**src/rtl/uart_prog_loader_pkg.sv**
```systemverilog
// Shared definitions for the UART program loader: state encodings,
// default bit timing and frame byte counts.
package uart_prog_loader_pkg;

    localparam int DEFAULT_CLKS_PER_BIT = 10417;
    localparam int HDR_BYTES            = 2;
    localparam int WORD_BYTES           = 4;

    typedef enum logic [2:0] {
        IDLE_HI = 3'd0,
        LEN_LO  = 3'd1,
        DATA    = 3'd2,
        DONE    = 3'd3,
        ERR     = 3'd4
    } state_t;

    typedef enum logic [1:0] {
        RX_IDLE  = 2'd0,
        RX_START = 2'd1,
        RX_BITS  = 2'd2,
        RX_STOP  = 2'd3
    } rx_state_t;

endpackage

```
**src/rtl/uart_prog_loader_rx_byte.sv**
```systemverilog
// 8N1 byte receiver: 2-flop synchronizer, mid-bit sampling, LSB-first shift.
// o_byte_valid / o_frame_err are single-cycle pulses after the stop-bit sample.
module uart_rx_byte
    import uart_prog_loader_pkg::*;
#(
    parameter int CLKS_PER_BIT = DEFAULT_CLKS_PER_BIT
) (
    input  logic       i_clk,
    input  logic       i_rst,
    input  logic       i_rx,
    output logic       o_byte_valid,
    output logic [7:0] o_byte_data,
    output logic       o_frame_err,
    output rx_state_t  o_state
);

    localparam int CNT_W = $clog2(CLKS_PER_BIT + 1);
    localparam logic [CNT_W-1:0] HALF_M1 = CNT_W'(CLKS_PER_BIT / 2 - 1);
    localparam logic [CNT_W-1:0] BIT_M1  = CNT_W'(CLKS_PER_BIT - 1);

    logic             r_sync1;
    logic             r_sync2;
    rx_state_t        r_state;
    logic [CNT_W-1:0] r_cnt;
    logic [2:0]       r_bit_idx;
    logic [7:0]       r_shift;
    logic             r_valid;
    logic [7:0]       r_data;
    logic             r_ferr;

    always_ff @(posedge i_clk) begin
        if (i_rst) begin
            r_sync1   <= 1'b1;
            r_sync2   <= 1'b1;
            r_state   <= RX_IDLE;
            r_cnt     <= '0;
            r_bit_idx <= '0;
            r_shift   <= '0;
            r_valid   <= 1'b0;
            r_data    <= '0;
            r_ferr    <= 1'b0;
        end else begin
            r_sync1 <= i_rx;
            r_sync2 <= r_sync1;
            r_valid <= 1'b0;
            r_ferr  <= 1'b0;
            case (r_state)
                RX_IDLE: begin
                    r_cnt     <= '0;
                    r_bit_idx <= '0;
                    if (!r_sync2) r_state <= RX_START;
                end
                RX_START: begin
                    // A line that is high again at mid-start was only a glitch.
                    if (r_cnt == HALF_M1) begin
                        r_cnt   <= '0;
                        r_state <= r_sync2 ? RX_IDLE : RX_BITS;
                    end else begin
                        r_cnt <= r_cnt + 1'b1;
                    end
                end
                RX_BITS: begin
                    if (r_cnt == BIT_M1) begin
                        r_cnt     <= '0;
                        r_shift   <= {r_sync2, r_shift[7:1]};
                        r_bit_idx <= r_bit_idx + 1'b1;
                        if (r_bit_idx == 3'd7) r_state <= RX_STOP;
                    end else begin
                        r_cnt <= r_cnt + 1'b1;
                    end
                end
                RX_STOP: begin
                    if (r_cnt == BIT_M1) begin
                        r_cnt   <= '0;
                        r_state <= RX_IDLE;
                        if (r_sync2) begin
                            r_valid <= 1'b1;
                            r_data  <= r_shift;
                        end else begin
                            r_ferr <= 1'b1;
                        end
                    end else begin
                        r_cnt <= r_cnt + 1'b1;
                    end
                end
                default: r_state <= RX_IDLE;
            endcase
        end
    end

    assign o_byte_valid = r_valid;
    assign o_byte_data  = r_data;
    assign o_frame_err  = r_ferr;
    assign o_state      = r_state;

endmodule

```
**src/rtl/uart_prog_loader.sv**
```systemverilog
// Loads a length-prefixed stream of big-endian 32-bit words from a UART into
// instruction memory, holding the cpu in reset until the load completes.
module uart_prog_loader
    import uart_prog_loader_pkg::*;
#(
    parameter int CLKS_PER_BIT = DEFAULT_CLKS_PER_BIT,
    parameter int ADDR_W       = 14
) (
    input  logic              clk,
    input  logic              rst,
    input  logic              rx,
    output logic              prog_we,
    output logic [ADDR_W-1:0] prog_addr,
    output logic [31:0]       prog_wdata,
    output logic              cpu_hold,
    output logic              done,
    output logic              err,
    output state_t            o_state,
    output rx_state_t         o_rx_state
);

    localparam int                DEPTH    = 1 << ADDR_W;
    localparam logic [ADDR_W-1:0] ADDR_MAX = '1;
    localparam logic [1:0]        LAST_BYTE = 2'(WORD_BYTES - 1);

    logic        w_byte_valid;
    logic [7:0]  w_byte_data;
    logic        w_frame_err;
    logic        w_in_range;
    logic [31:0] w_word;

    state_t            r_state;
    logic [15:0]       r_count;
    logic [15:0]       r_words;
    logic [1:0]        r_byte_idx;
    logic [23:0]       r_shift;
    logic              r_we;
    logic [ADDR_W-1:0] r_addr;
    logic [31:0]       r_wdata;
    logic              r_hold;
    logic              r_done;
    logic              r_err;

    uart_rx_byte #(
        .CLKS_PER_BIT(CLKS_PER_BIT)
    ) u_rx (
        .i_clk       (clk),
        .i_rst       (rst),
        .i_rx        (rx),
        .o_byte_valid(w_byte_valid),
        .o_byte_data (w_byte_data),
        .o_frame_err (w_frame_err),
        .o_state     (o_rx_state)
    );

    // Words past the end of memory are still consumed but never written.
    assign w_in_range = (32'(r_words) < 32'(DEPTH));
    assign w_word     = {r_shift, w_byte_data};

    always_ff @(posedge clk) begin
        if (rst) begin
            r_state    <= IDLE_HI;
            r_count    <= '0;
            r_words    <= '0;
            r_byte_idx <= '0;
            r_shift    <= '0;
            r_we       <= 1'b0;
            r_addr     <= '0;
            r_wdata    <= '0;
            r_hold     <= 1'b1;
            r_done     <= 1'b0;
            r_err      <= 1'b0;
        end else begin
            r_we <= 1'b0;
            if (r_we && r_addr != ADDR_MAX) r_addr <= r_addr + 1'b1;
            case (r_state)
                IDLE_HI: begin
                    if (w_frame_err) begin
                        r_state <= ERR;
                        r_err   <= 1'b1;
                    end else if (w_byte_valid) begin
                        r_count[15:8] <= w_byte_data;
                        r_state       <= LEN_LO;
                    end
                end
                LEN_LO: begin
                    if (w_frame_err) begin
                        r_state <= ERR;
                        r_err   <= 1'b1;
                    end else if (w_byte_valid) begin
                        r_count[7:0] <= w_byte_data;
                        if ({r_count[15:8], w_byte_data} == 16'd0) begin
                            r_state <= DONE;
                            r_done  <= 1'b1;
                            r_hold  <= 1'b0;
                        end else begin
                            r_state <= DATA;
                        end
                    end
                end
                DATA: begin
                    // Completion is seen the cycle after the last word, so done trails prog_we by one.
                    if (r_words == r_count) begin
                        r_state <= DONE;
                        r_done  <= 1'b1;
                        r_hold  <= 1'b0;
                    end else if (w_frame_err) begin
                        r_state <= ERR;
                        r_err   <= 1'b1;
                    end else if (w_byte_valid) begin
                        r_shift <= {r_shift[15:0], w_byte_data};
                        if (r_byte_idx == LAST_BYTE) begin
                            r_byte_idx <= '0;
                            r_words    <= r_words + 1'b1;
                            if (w_in_range) begin
                                r_we    <= 1'b1;
                                r_wdata <= w_word;
                            end
                        end else begin
                            r_byte_idx <= r_byte_idx + 1'b1;
                        end
                    end
                end
                DONE, ERR: ;
                default: begin
                    r_state <= ERR;
                    r_err   <= 1'b1;
                end
            endcase
        end
    end

    assign prog_we    = r_we;
    assign prog_addr  = r_addr;
    assign prog_wdata = r_wdata;
    assign cpu_hold   = r_hold;
    assign done       = r_done;
    assign err        = r_err;
    assign o_state    = r_state;

endmodule

```
**config.mk**
```make
export PLATFORM = sky130hd
export DESIGN_NAME = uart_prog_loader
export DESIGN_NICKNAME = d
export VERILOG_FILES = /design/src/rtl/uart_prog_loader_pkg.sv /design/src/rtl/uart_prog_loader_rx_byte.sv /design/src/rtl/uart_prog_loader.sv
export SDC_FILE = /design/constraint.sdc
export NUM_CORES = 1
export LEC_CHECK = 0
export BUFFER_PORTS_ARGS = -buffer_cell sky130_fd_sc_hd__clkbuf_2
export CAP_MARGIN = 20
export CORE_MARGIN = 4
export CORE_UTILIZATION = 35
export CTS_CLUSTER_DIAMETER = 150
export DETAILED_ROUTE_END_ITERATION = 10
export PLACE_DENSITY_LB_ADDON = 0.3
export SETUP_SLACK_MARGIN = 0.05
export SLEW_MARGIN = 20
export SYNTH_ARGS = -nofsm -noshare
export SYNTH_HDL_FRONTEND = slang
export SYNTH_SLANG_ARGS = --single-unit
export TNS_END_PERCENT = 5
```
**constraint.sdc**
```tcl
create_clock -name clk -period 2.23 [get_ports clk]
set_input_delay 0.3345 -clock clk [delete_from_list [all_inputs] [get_ports clk]]
set_output_delay 0.3345 -clock clk [all_outputs]
set_load 0.05 [all_outputs]
```
==> out/results.txt <==
status: complete, no violations
number of DRC markers in iteration 0: 329
gr busiest metal: met2
first-pass GRT wire length: 23300 um
largest net degree at the start of global routing: 65
Multi-input gate area: 0.00314 mm^2
Syn-to-layout area delta: 19.0%
worst-path fanout max: 8
worst hold path class: in2reg
Avg Inst Size Synth: 9.32 um^2
post-DR wirelength/cell: 13.8 um
Slew HR: 0.636
Pre-antenna DRT Iters: 4
Final min period: 2.01 ns
Clock Path Buffers: 2
Initial Util: 0.355
die height: 143 um
CTS tree: built
EDFF count, synth: 0
part of the cycle the worst path needs: 0.903
Vias/cell: 4.93
Reg area: 0.00301 mm^2
Fmax: 0.496 GHz
PD cells: 745 mW/mm^2
DRC viols: 0
Core ar.: 0.0179 mm^2
synth warn: 0
final hold vios: 0
gr usage total: 0.140
DIE AREA: 0.0204 mm^2
# H-tree levels: 4
diode count: 0
kind of critical path: reg2reg
RSZ-0062 raised after global routing: true
Max-Cap Viols: 0
Post-synth ARST share: 0
Worst Tran Pin Value: 0.543 ns
row count: 49
sequential area share after synthesis: 0.472
Critical Path AT: 2.32 ns
cells along the critical path: nand4_1 -> nor2_1 -> nand4_1 -> nor4_1 -> mux2_2
CP max-delay cell: dfxtp_1
TritonCTS Buffers: 17
Clk Latency, worst-skew pair: 0.43 ns
CP required: 2.54 ns
Max IR drop VDD: 0.567 mV
Cell variety after synth: 55
Port Buffers: 57
clock sinks: 150
Yosys reg bits: 150
skew final: 0.0161 ns
fraction of layout cells with a size suffix above 1: 0.173
RR Endpoint: r_words[13]$_SDFFE_PP0P_
Pwr Total: 5.64 mW
clk root buf: clkbuf_16
Finished Layout Cells: 981
die width: 143 um
met1 GRT Util: 0.183
M3 GR Usage: 0.0439
R2R setup slack: 0.22 ns
CP Launch Type: register
boundary pin count: 58
CP max stage delay: 0.45 ns
Worst Setup EP: r_words[13]$_SDFFE_PP0P_
ys flop type: dfxtp_1
via count: 4832
fillcell total: 1785
Final HPWL DP: 9040 um
# nets final: 749
antenna violations before repair: 0
post-route cell area: 0.00757 mm^2
post-synth top area share: 0.472
Worst-path clk slew: 0.06 ns
post-placement cell count: 948
number of global-route vias before repair: 4653
leakage: 3.21 nW
Mapped Nets: 693
launch point of the worst reg-to-reg path: r_words[2]$_SDFFE_PP0P_
Fin Setup TNS: 0 ns
dpl cell area: 0.00696 mm^2
GR Overflow Total: 0
Routed Wire Length: 13500 um
Critical path origin: r_words[2]$_SDFFE_PP0P_
Worst R2R Path Depth: 5
ranking of synthesized cells by area: dfxtp_1 47%, mux2i_1 13%, nand2_1 5.9%
pre-CTS worst setup slack: 0.132 ns
ANT nets after route: 0
mapped cell area: 0.00636 mm^2
worst setup margin: 0.215 ns
Final Setup Violations: 0
area leader, netlist: dfxtp_1
cell mode on critical path: nand4_1
CP endpoint kind: register
gpl congestion: 0.793
M2 GR Usage: 0.222
cells after synthesis: 683
fin. max-slew vios: 0
==> what timing repair did <==
item / CTS / global route
resized for setup: 1 / 0
endpoints found under the setup margin: 1 / 10
setup buffers: 0 / 1
pin swaps: 0 / 1
hold buffers: 0 / 0
==> critical path, delay by kind of cell (launching register included) <==
family / cells / cell delay (ns)
muxes: 1 / 0.37
and+or+nand+nor: 4 / 1.08
DFF: 1 / 0.45
==> how the worst min path moves through the flow <==
stage / startpoint / end / slack, ns / cells past startpoint
after floorplan: u_rx.r_sync1$_SDFF_PP1_ / u_rx.r_sync2$_SDFF_PP1_ / 0.39 / 1
after global placement: u_rx.r_sync1$_SDFF_PP1_ / u_rx.r_sync2$_SDFF_PP1_ / 0.40 / 1
after detailed placement: u_rx.r_sync1$_SDFF_PP1_ / u_rx.r_sync2$_SDFF_PP1_ / 0.41 / 1
after CTS: rx / u_rx.r_sync1$_SDFF_PP1_ / 0.07 / 2
after global routing: rx / u_rx.r_sync1$_SDFF_PP1_ / 0.08 / 2
final: rx / u_rx.r_sync1$_SDFF_PP1_ / 0.1 / 2
==> layer usage <==
layer | vias to the layer above | part of all wire
li1 | 2492 | -
met1 | 2253 | 0.47
met2 | 72 | 0.47
met3 | 15 | 0.044
met4 | 0 | 0.013
met5 | - | 0
==> registers in the layout (all words and copies together), names as in the netlist, 8 cells and up, named ones only <==
signal            cells
u_rx.r_shift          8
r_words              16
prog_wdata           32
prog_addr            14
r_shift              24
u_rx.o_byte_data      8
r_count              16
u_rx.r_cnt           14
==> cells in the final DEF, fill, tap and decap left out, types with 9 or more instances in the layout <==
| cell type | synthesis | routed |
|---|---|---|
| a21oi_1 | 22 | 22 |
| and3_1 | 11 | 11 |
| buf_4 | 4 | 13 |
| clkbuf_16 | 0 | 17 |
| clkbuf_2 | 0 | 57 |
| dfxtp_1 | 150 | 148 |
| inv_1 | 11 | 11 |
| mux2i_1 | 81 | 81 |
| nand2_1 | 100 | 99 |
| nand3_1 | 21 | 21 |
| nand4_1 | 17 | 17 |
| nor2_1 | 76 | 76 |
| nor2b_1 | 9 | 9 |
| nor4_1 | 15 | 15 |
| xnor2_1 | 11 | 11 |
| xor2_1 | 28 | 28 |
==> where the power goes <==
group	internal (mW)	switching (mW)
sequential	2.68	0.00426
combinational	0.0204	0.0592
clock	1.74	1.13
==> per-stage QoR <==
stage          utilization  hold WS [ns]
5_1_grt              0.423        0.0800
3_3_place_gp         0.389         0.402
2_1_floorplan            -         0.389
4_1_cts              0.423        0.0728
6_report             0.423        0.0970
3_5_place_dp         0.389         0.409
==> final cells by class <==
| type | instances | area share |
|---|---|---|
| Clock buffer | 22 | 0.0626 |
| Clock inverter | 10 | 0.0157 |
| Inverter | 12 | 0.00595 |
| Multi-Input combinational cell | 482 | 0.414 |
| Sequential cell | 150 | 0.397 |
| Tap cell | 229 | 0.0378 |
| Timing Repair Buffer | 76 | 0.0664 |
==> logic make-up (layout without fill, tap and decap cells) <==
group / Yosys count / after routing / synth area share
DFF: 150 / 150 / 0.472
adders and majority gates: 7 / 7 / 0.0138
and+or+nand+nor: 294 / 294 / 0.229
buffers and inverters: 51 / 120 / 0.0366
AOI/OAI and AO/OA: 55 / 55 / 0.0572
muxes: 87 / 87 / 0.138
xor gates and xnor gates: 39 / 39 / 0.0537
==> Yosys cell counts (all sizes together), types with 3 or more instances <==
cell    number
or2          4
dfxtp      150
and3        11
nand2      100
nor2b        9
o21ai        7
nor2        76
nor4        16
ha           7
inv         12
mux2i       81
and4         5
clkbuf      23
buf         16
xnor2       11
nand4       17
o31ai        8
xor2        28
nand3       23
a21oi       22
mux2         6
nand2b       4
nor3         9
nor3b        3
or4          7
Power figures use the tool's default switching activity.
